### src/rtl/calc_pkg.sv
// Shared constants for the calculator sequencer: bus widths, ALU opcodes,
// token kinds and the sequencer state encoding.
package calc_pkg;

  localparam int CALC_WIDTH = 8;
  localparam int CALC_OPW   = 3;

  localparam logic [CALC_OPW-1:0] OP_ADD = 3'b000;
  localparam logic [CALC_OPW-1:0] OP_SUB = 3'b001;
  localparam logic [CALC_OPW-1:0] OP_AND = 3'b010;
  localparam logic [CALC_OPW-1:0] OP_OR  = 3'b011;
  localparam logic [CALC_OPW-1:0] OP_XOR = 3'b100;

  localparam logic [1:0] KIND_OPERAND  = 2'b00;
  localparam logic [1:0] KIND_OPERATOR = 2'b01;
  localparam logic [1:0] KIND_EQUALS   = 2'b10;
  localparam logic [1:0] KIND_CLEAR    = 2'b11;

  typedef enum logic [2:0] {
    S_EMPTY = 3'd0,
    S_ACC   = 3'd1,
    S_OP    = 3'd2,
    S_EXEC  = 3'd3,
    S_OUT   = 3'd4
  } state_t;

endpackage

### src/rtl/calc_sequencer_if.sv
// Token input, ALU and result buses of the calculator sequencer.
// Handshakes: a transfer happens on a rising edge where valid & ready are both 1;
// the producer holds valid and its payload stable until that edge.
interface calc_sequencer_if #(
  parameter int WIDTH = calc_pkg::CALC_WIDTH,
  parameter int OPW   = calc_pkg::CALC_OPW
);
  import calc_pkg::*;

  logic             in_valid;
  logic             in_ready;
  logic [1:0]       in_kind;
  logic [WIDTH-1:0] in_data;

  logic [WIDTH-1:0] alu_A;
  logic [WIDTH-1:0] alu_B;
  logic [OPW-1:0]   alu_opcode;
  logic [WIDTH-1:0] alu_Result;
  logic             alu_Zero;

  logic             res_valid;
  logic             res_ready;
  logic [WIDTH-1:0] res_data;
  logic             res_zero;
  logic             res_ovf;
  logic             err;

  state_t           dbg_state;

  modport master (
    input  in_valid, in_kind, in_data, alu_Result, alu_Zero, res_ready,
    output in_ready, alu_A, alu_B, alu_opcode,
           res_valid, res_data, res_zero, res_ovf, err, dbg_state
  );

  modport slave (
    output in_valid, in_kind, in_data, alu_Result, alu_Zero, res_ready,
    input  in_ready, alu_A, alu_B, alu_opcode,
           res_valid, res_data, res_zero, res_ovf, err, dbg_state
  );

endinterface

### src/rtl/calc_sequencer.sv
// Keypad-token sequencer driving an external combinational ALU with a running accumulator.
// Optional CALC_OVF_EN: tracks carry/borrow of ADD/SUB across a chain on res_ovf.
module calc_sequencer
  import calc_pkg::*;
#(
  parameter int WIDTH = CALC_WIDTH,
  parameter int OPW   = CALC_OPW
) (
  input  logic            clk,
  input  logic            rst,
  calc_sequencer_if.master bus
);

  state_t           state;
  logic [WIDTH-1:0] acc;
  logic             zero_q;
  logic [OPW-1:0]   op_q;
  logic             accept;

  assign bus.in_ready  = (state == S_EMPTY) || (state == S_ACC) || (state == S_OP);
  assign accept        = bus.in_valid && bus.in_ready;
  assign bus.dbg_state = state;

  always_ff @(posedge clk or posedge rst) begin
    if (rst) begin
      state          <= S_EMPTY;
      acc            <= '0;
      zero_q         <= 1'b0;
      op_q           <= '0;
      bus.alu_A      <= '0;
      bus.alu_B      <= '0;
      bus.alu_opcode <= '0;
      bus.res_valid  <= 1'b0;
      bus.res_data   <= '0;
      bus.res_zero   <= 1'b0;
      bus.err        <= 1'b0;
    end else if (accept && bus.in_kind == KIND_CLEAR) begin
      state   <= S_EMPTY;
      acc     <= '0;
      zero_q  <= 1'b1;
      bus.err <= 1'b0;
    end else begin
      case (state)
        S_EMPTY: if (accept) begin
          if (bus.in_kind == KIND_OPERAND) begin
            acc    <= bus.in_data;
            zero_q <= (bus.in_data == '0);
            state  <= S_ACC;
          end else begin
            bus.err <= 1'b1;
          end
        end
        S_ACC: if (accept) begin
          if (bus.in_kind == KIND_OPERATOR) begin
            op_q  <= bus.in_data[OPW-1:0];
            state <= S_OP;
          end else if (bus.in_kind == KIND_EQUALS) begin
            bus.res_valid <= 1'b1;
            bus.res_data  <= acc;
            bus.res_zero  <= zero_q;
            state         <= S_OUT;
          end else begin
            bus.err <= 1'b1;
          end
        end
        S_OP: if (accept) begin
          if (bus.in_kind == KIND_OPERAND) begin
            bus.alu_A      <= acc;
            bus.alu_B      <= bus.in_data;
            bus.alu_opcode <= op_q;
            state          <= S_EXEC;
          end else if (bus.in_kind == KIND_OPERATOR) begin
            op_q <= bus.in_data[OPW-1:0];
          end else begin
            // EQUALS with an operator pending: drop the operator, keep acc
            bus.err <= 1'b1;
            state   <= S_ACC;
          end
        end
        S_EXEC: begin
          acc    <= bus.alu_Result;
          zero_q <= bus.alu_Zero;
          state  <= S_ACC;
        end
        S_OUT: if (bus.res_ready) begin
          bus.res_valid <= 1'b0;
          state         <= S_ACC;
        end
        default: state <= S_EMPTY;
      endcase
    end
  end

`ifdef CALC_OVF_EN
  logic             ovf_q;
  logic [WIDTH:0]   sum;
  logic             carry;

  always_comb begin
    sum   = {1'b0, acc} + {1'b0, bus.alu_B};
    carry = 1'b0;
    if (bus.alu_opcode == OP_ADD)      carry = sum[WIDTH];
    else if (bus.alu_opcode == OP_SUB) carry = (acc < bus.alu_B);
  end

  // A fresh chain starts at CLEAR or at the first operand after S_EMPTY
  always_ff @(posedge clk or posedge rst) begin
    if (rst) begin
      ovf_q <= 1'b0;
    end else if (accept && (bus.in_kind == KIND_CLEAR ||
                            (state == S_EMPTY && bus.in_kind == KIND_OPERAND))) begin
      ovf_q <= 1'b0;
    end else if (state == S_EXEC) begin
      ovf_q <= ovf_q | carry;
    end
  end

  assign bus.res_ovf = ovf_q;
`else
  assign bus.res_ovf = 1'b0;
`endif

endmodule
### src/flat_wrapper.sv
// flat-port wrapper written by rule: the top's interface ports become plain ports
module calc_sequencer_flat import calc_pkg::*;
#(
  parameter int WIDTH = CALC_WIDTH,
  parameter int OPW   = CALC_OPW
)
  (clk, rst, bus_in_valid, bus_in_kind, bus_in_data, bus_alu_Result, bus_alu_Zero, bus_res_ready, bus_in_ready, bus_alu_A, bus_alu_B, bus_alu_opcode, bus_res_valid, bus_res_data, bus_res_zero, bus_res_ovf, bus_err, bus_dbg_state);
  calc_sequencer_if #(.WIDTH(WIDTH), .OPW(OPW)) bus_i ();
  input  logic clk;
  input  logic rst;
  input wire logic [$bits(bus_i.in_valid)-1:0] bus_in_valid;
  input wire logic [$bits(bus_i.in_kind)-1:0] bus_in_kind;
  input wire logic [$bits(bus_i.in_data)-1:0] bus_in_data;
  input wire logic [$bits(bus_i.alu_Result)-1:0] bus_alu_Result;
  input wire logic [$bits(bus_i.alu_Zero)-1:0] bus_alu_Zero;
  input wire logic [$bits(bus_i.res_ready)-1:0] bus_res_ready;
  output wire logic [$bits(bus_i.in_ready)-1:0] bus_in_ready;
  output wire logic [$bits(bus_i.alu_A)-1:0] bus_alu_A;
  output wire logic [$bits(bus_i.alu_B)-1:0] bus_alu_B;
  output wire logic [$bits(bus_i.alu_opcode)-1:0] bus_alu_opcode;
  output wire logic [$bits(bus_i.res_valid)-1:0] bus_res_valid;
  output wire logic [$bits(bus_i.res_data)-1:0] bus_res_data;
  output wire logic [$bits(bus_i.res_zero)-1:0] bus_res_zero;
  output wire logic [$bits(bus_i.res_ovf)-1:0] bus_res_ovf;
  output wire logic [$bits(bus_i.err)-1:0] bus_err;
  output wire logic [$bits(bus_i.dbg_state)-1:0] bus_dbg_state;
  assign bus_i.in_valid = bus_in_valid;
  assign bus_i.in_kind = bus_in_kind;
  assign bus_i.in_data = bus_in_data;
  assign bus_i.alu_Result = bus_alu_Result;
  assign bus_i.alu_Zero = bus_alu_Zero;
  assign bus_i.res_ready = bus_res_ready;
  assign bus_in_ready = bus_i.in_ready;
  assign bus_alu_A = bus_i.alu_A;
  assign bus_alu_B = bus_i.alu_B;
  assign bus_alu_opcode = bus_i.alu_opcode;
  assign bus_res_valid = bus_i.res_valid;
  assign bus_res_data = bus_i.res_data;
  assign bus_res_zero = bus_i.res_zero;
  assign bus_res_ovf = bus_i.res_ovf;
  assign bus_err = bus_i.err;
  assign bus_dbg_state = bus_i.dbg_state;
  calc_sequencer #(.WIDTH(WIDTH), .OPW(OPW)) u_core (.clk(clk), .rst(rst), .bus(bus_i));
endmodule
### config.mk
export PLATFORM = sky130hd
export DESIGN_NAME = calc_sequencer_flat
export DESIGN_NICKNAME = d
export VERILOG_FILES = /design/src/rtl/calc_pkg.sv /design/src/rtl/calc_sequencer_if.sv /design/src/rtl/calc_sequencer.sv /design/src/flat_wrapper.sv
export SDC_FILE = /design/constraint.sdc
export NUM_CORES = 1
export LEC_CHECK = 0
export ABC_CLOCK_PERIOD_IN_PS = 1700
export CORE_ASPECT_RATIO = 0.8
export CORE_MARGIN = 5
export CORE_UTILIZATION = 44
export DETAILED_ROUTE_END_ITERATION = 12
export GPL_TIMING_DRIVEN = 0
export PLACE_DENSITY = 0.81
export SYNTH_ARGS = -nofsm -noshare
export SYNTH_HDL_FRONTEND = slang
export SYNTH_SLANG_ARGS = --single-unit
### constraint.sdc
create_clock -name clk -period 1.7 [get_ports clk]
set_input_delay 0.34 -clock clk [delete_from_list [all_inputs] [get_ports clk]]
set_output_delay 0.34 -clock clk [all_outputs]
set_load 0.02 [all_outputs]
==> metrics.cfg <==
[status]
status=complete, but fails checks
violations=negative setup slack

[power_and_ir_drop]
ir_drop_uv=652
p_leak_uw=0.00157
power_uw=3620
power.density_mw_per_mm2=1080

[synth]
seq_area_frac_synth_pct=49.2
synth_top_family_by_area=multiplexers
yosys.area_share.simple_pct=14.3
synthAdderAreaFrac_pct=3.83
syn_nets=222
avgSynthCellArea_um2=11.9
syn-instance-count=192
synth_compound_area_share_pct=8.10
syn_area_mm2=0.00229
synth_xor_area_share_pct=0
synth_seq_cells=45
ys_types=42
synthMuxAreaShare_pct=20.4
ys.warnings.count=0

[layout]
fin_nets=303
nFillCells=374
syn_to_final_growth_pct=46.7
drive_gt1_share_pct=29.9
post-route-util_pct=66.6
antenna_cells=0

[sta]
clock.fmax_mhz=571
period_share_pct=103
report.final.slew_viol_count=0
setup_tns_ps=-647
setup_slack_ps=-51.8
fin_skew_ps=6.95
rsz0062_at_grt=true
setup_violations=24
hold_ws_ps=293
finalHoldViolations=0
layout_min_cycle_time_ps=1750

[placed_design]
portBuffers=56
dpl.hpwl_um=3850
gp_congestion=0.854

[routing]
drtIter0Drc=71
drt-total-wl_um=5950
dr.pass1.iters=4
routed_via_density=5.41
drc=0
num_vias=1817
post_drt_wl_per_cell_um=17.7
drtAntennaViolNets=0

[floorplan]
pin_count=58
die_w_um=90.6
die_h_um=74.5
dieArea_mm2=0.00675
rows=23
core_mm2=0.00504
start_util_pct=45.4

[grt]
grt_start_max_net_pins=36
grt-ovfl-total=0
antenna_found_initial=0
grt.total_usage_pct=18.0
grt_pass1_vias=1819
grt_pass1_wl_um=9540

[setup_path]
critPathSlowestCell=dfrtp_2
crit_family=simple AND/OR/NAND/NOR gates
reg2regPathDepth=5
cp_cell_sequence=buf_12 -> or3_4 -> nor2_8 -> buf_4 -> mux2_2
cp_num_buf_inv=2
cp-start-kind=register
cp-end-kind=register
cp.depth=5
cp_max_fo=6
crit_type=register to register
r2r-start=u_core.bus.dbg_state[2]
critPathMaxStageDelay_ps=440
r2r_setup_slack_ps=-50
crit_arrival_ps=1940
required_ps=1880
rr_endpoint=u_core.bus.alu_opcode[0]

[clock_tree]
root_buffer=clkbuf_8
path_clk_slew_ps=90
h-tree-depth=2
cts_sinks=45
insertion_delay_ps=300
clockBufferDepth=2
cts_tree=yes
numCtsBuffers=5
hold_buffers=0

[hold_path]
hp-class=primary input to asynchronous set/reset pin

[flow_run]
max-cap-violations=0

==> cells in the mapped netlist (all sizes together) <==
cell | n | share of area [%]
o22ai | 2 | 0.55
a21oi | 2 | 0.44
inv | 7 | 1.1
nand4bb | 2 | 0.98
nor4 | 4 | 1.1
o211ai | 1 | 0.33
nand4 | 1 | 0.55
mux2 | 31 | 17
o21ai | 14 | 3.1
o311ai | 1 | 0.38
or3 | 3 | 1.0
o31ai | 1 | 0.33
mux2i | 8 | 3.5
conb | 1 | 0.16
nand2 | 14 | 2.3
a31oi | 2 | 0.55
nand2b | 5 | 1.4
nand3 | 2 | 0.44
nor3b | 4 | 1.8
a32oi | 2 | 0.77
and3 | 1 | 0.27
nor2 | 10 | 2.4
a21o | 2 | 0.66
a31o | 1 | 0.38
nand3b | 2 | 0.66
buf | 6 | 2.4
nor3 | 3 | 0.66
dfrtp | 45 | 49
a21boi | 1 | 0.33
clkbuf | 3 | 0.49
nor2b | 2 | 0.55
a211oi | 1 | 0.33
and2 | 1 | 0.27
ha | 7 | 3.8
==> cells by family (layout without fill, tap and decap cells) <==
logic type	after synthesis	count (layout)
compound gates	30	30
fa+ha+maj	7	7
buf+inv	16	97
flops	45	45
mux	39	39
other cells	1	1
simple gates	54	55
==> metal layers <==
layer  up-vias  part of all wire (%)  global-route usage [%]
met5         -                     0                       0
met4         0                  0.62                    3.47
met3         4                   7.6                    6.07
met2        71                    47                    29.0
met1       892                    45                    24.1
li1        850                     -                       -
==> flip-flops by register name, indices dropped and copies added, names as in the netlist <==
register,flops
u_core.bus.res_zero,1
u_core.bus.alu_opcode,3
u_core.bus.alu_B,8
u_core.bus.dbg_state,3
u_core.zero_q,1
u_core.bus.err,1
u_core.acc,8
u_core.bus.alu_A,8
u_core.bus.res_data,8
u_core.op_q,3
u_core.bus.res_valid,1
==> through the flow <==
stage	instances	area, um^2	setup WS, ps
after floorplan	192	2290	5.74
after global placement	310	2930	-741
after detailed placement	311	2950	-755
after CTS	334	3270	-79.7
after global routing	336	3350	-85.5
final	336	3350	-51.8
==> cell usage in the layout, fill, tap and decap left out, types with 3 or more instances in the layout <==
master,synthesis,layout
inv_1,6,4
dlygate4sd2_1,0,3
ha_1,7,4
mux2_2,21,13
mux2_4,10,18
nor4_1,4,4
mux2i_1,8,8
clkbuf_8,0,5
dfrtp_2,0,3
buf_6,1,6
nor3_1,3,3
clkdlybuf4s50_1,0,50
buf_4,1,14
dfrtp_1,45,42
nand2_1,14,14
o21ai_0,14,12
nand2b_1,5,5
nor2_1,9,9
buf_12,1,3
==> cell type report <==
class,instances,area (um^2),area share (%)
plain buffers,8,73.8,2.20
clock buffers,6,72.6,2.16
clock inverters,2,38.8,1.16
inverters,7,28.8,0.858
multi-input cells,132,1180,35.3
flip-flops and latches,45,1130,33.7
well taps,62,77.6,2.31
repair buffers,74,749,22.3
==> worst register-to-register path, delay by kind of cell (launching register included) <==
kind                   cells  cell delay (ps)
buffers and inverters      2              280
flip-flops                 1              440
multiplexers               1              310
AND/OR/NAND/NOR            2              600
==> how the worst max path moves through the flow <==
| stage | end | from |
|---|---|---|
| after floorplan | u_core.bus.alu_A[0] | u_core.bus.dbg_state[0] |
| after global placement | u_core.bus.dbg_state[1] | rst |
| after detailed placement | u_core.bus.res_data[0] | bus_in_kind[1] |
| after CTS | u_core.bus.alu_A[4] | u_core.bus.dbg_state[1] |
| after global routing | u_core.bus.alu_opcode[0] | u_core.bus.dbg_state[2] |
| final | u_core.bus.alu_opcode[0] | u_core.bus.dbg_state[2] |
==> report_power, final <==
| part | internal [uW] | switching (uW) |
|---|---|---|
| combinational | 713 | 637 |
| clock | 442 | 369 |
| sequential | 1310 | 146 |
| total | 2470 | 1150 |
==> what timing repair did <==
action,CTS,global route
pin swaps,5,2
setup buffers,14,2
endpoints found under the setup margin,44,40
resized for setup,21,28
cloned,2,0
Note: power is estimated with default switching activity, not from simulation.
==> edit: new RTL, config.mk and constraints unchanged <==
The option `CALC_OVF_EN` is turned on by a define.
--- a/src/rtl/calc_sequencer.sv
+++ b/src/rtl/calc_sequencer.sv
@@ -1,5 +1,7 @@
 // Keypad-token sequencer driving an external combinational ALU with a running accumulator.
 // Optional CALC_OVF_EN: tracks carry/borrow of ADD/SUB across a chain on res_ovf.
+`define CALC_OVF_EN
+
 module calc_sequencer
   import calc_pkg::*;
 #(
Function: changed (a bounded check fails within 10 cycles, from zero or initial values and one cycle with rst high).
==> edit against the unedited design <==
- the flow still finishes with violations (negative setup slack)
- design area up 8.9%
- count of clock-buffer cells in the layout up 1
- area after synthesis up 13%
- routed wire length up 14%
- sequential cell count up 1
- setup slack better by 0.013 ns
- utilization down 0.87 points
- via count up 14%
- clock skew down 0.0016 ns
- critical endpoint is now u_core.acc[4]
Power is not compared: it rests on default switching activity, and its combinational part moved more than twofold at a synthesized area within 25%.
==> edit: results (changes against the unedited design) <==
* Status: complete, but fails checks (unchanged)
* Violated checks: negative setup slack (unchanged)
* Final WS setup at -0.0389 ns (was -0.0518 ns)
* Worst R2R Start: u_core.bus.dbg_state[0] (was u_core.bus.dbg_state[2])
* Initial antenna violation count at 0 (unchanged)
* Met3 usage at 0.0478 (was 0.0607)
* Placement Setup Slack at -0.749 ns (was -0.755 ns)
* DR iter-0 viols at 106 (was 71)
* Pin count of the biggest net entering global routing at 39 (was 36)
* Top area cells in the synthesized netlist: dfrtp_1, mux2_2, ha_1 (was dfrtp_1, mux2_2, mux2_4)
* WL final at 6780 um (was 5950 um)
* Yosys cell types at 40 (was 42)
* Post-DP HPWL at 4510 um (was 3850 um)
* First-pass GRT wire length at 10,600 um (was 9540 um)
* Post-synth top cells: dfrtp_1, mux2_2, ha_1 (was dfrtp_1, mux2_2, nand2_1, o21ai_0, mux2_4)
* CP peak stage delay at 0.29 ns (was 0.44 ns)
* Reg2reg setup slack at -0.03 ns (was -0.05 ns)
* Routability cong. at 0.834 (was 0.854)
* Crit path launch: bus_in_kind[0] (was u_core.bus.dbg_state[2])
* Endpoints failing setup at 9 (was 24)
* Final setup TNS at -0.188 ns (was -0.647 ns)
* FF-to-FF End: u_core.acc[4] (was u_core.bus.alu_opcode[0])
* M2 GR Usage at 0.302 (was 0.290)
* Buffers on Ports at 57 (was 56)
* Slowest stage cell, crit path: dlygate4sd2_1 (was dfrtp_2)
* Largest delay share family, worst path: buffers and inverters (was simple AND/OR/NAND/NOR gates)
* Global Route Usage Sum at 0.181 (was 0.180)
edit: changes by cell type in the layout (fill, tap and decap cells not counted), sizes merged, moves of 3 or more:
cell | before | now
mux2i | 8 | 0
dlymetal6s2s | 0 | 7
a21oi | 2 | 19
nor3b | 4 | 1
o2bb2ai | 0 | 3
clkdlybuf4s50 | 50 | 40
nand2 | 14 | 21
o21ai | 14 | 8
inv | 7 | 14
buf | 25 | 22
ha | 7 | 21
dlygate4sd2 | 3 | 8
mux2 | 31 | 40
edit: power by group through the flow:
stage | combinational (mW) | clock [mW] | sequential [mW]
after detailed placement | 2.75 | 0 | 1.93
after floorplan | 1.43 | 0 | 2.19
after CTS | 2.89 | 0.824 | 1.92
after global placement | 2.68 | 0 | 1.91
final | 3.17 | 0.815 | 1.92
after global routing | 3.42 | 0.882 | 1.99
edit: cell families after synthesis:
| logic type | Yosys count | synth area share |
|---|---|---|
| simple gates | 58 | 0.125 |
| flops | 46 | 0.447 |
| compound gates | 42 | 0.113 |
| mux | 40 | 0.175 |
| buf+inv | 21 | 0.0374 |
| fa+ha+maj | 21 | 0.102 |
edit: cell type report:
cell class | instances | area (um2)
Inverter | 14 | 52.6
Sequential cell | 46 | 1160
Buffer | 7 | 57.6
Multi-Input combinational cell | 161 | 1460
Clock inverter | 1 | 30.0
Fill cell | 418 | 1900
Timing Repair Buffer | 72 | 726
Clock buffer | 7 | 76.3
Tap cell | 78 | 97.6
edit: how the worst max path moves through the flow:
stage | endpoint | slack, ns | cells after the start
floorplan | u_core.acc[6] | -0.02 | 6
global placement | u_core.bus.alu_B[7] | -0.76 | 2
detailed placement | u_core.zero_q | -0.75 | 8
CTS | bus_alu_B[1] | 0.001 | 1
global route | u_core.acc[4] | -0.07 | 7
finish | u_core.acc[4] | -0.04 | 9
edit: per-layer routing:
layer	routed length [um]	share of wire	vias up
met3	407	0.060	10
met2	3310	0.49	62
met5	0	0	-
met1	2990	0.44	1013
li1	-	-	981
met4	70	0.010	0
edit: what timing repair did:
action                     CTS  global route
buffers inserted             5             8
gates cloned                 0             1
setup endpoints to repair   43            22
resized for setup           29            21
pin swaps                    6             5
edit: stage by stage:
stage          hold slack [ns]  utilization  instance area (um2)  std cells
6_report                 0.265        0.657                 3650        386
5_1_grt                  0.274        0.657                 3650        386
4_1_cts                  0.270        0.627                 3480        377
3_5_place_dp             0.483        0.593                 3300        364
3_3_place_gp             0.471        0.590                 3280        363
2_1_floorplan            0.427            -                 2610        228
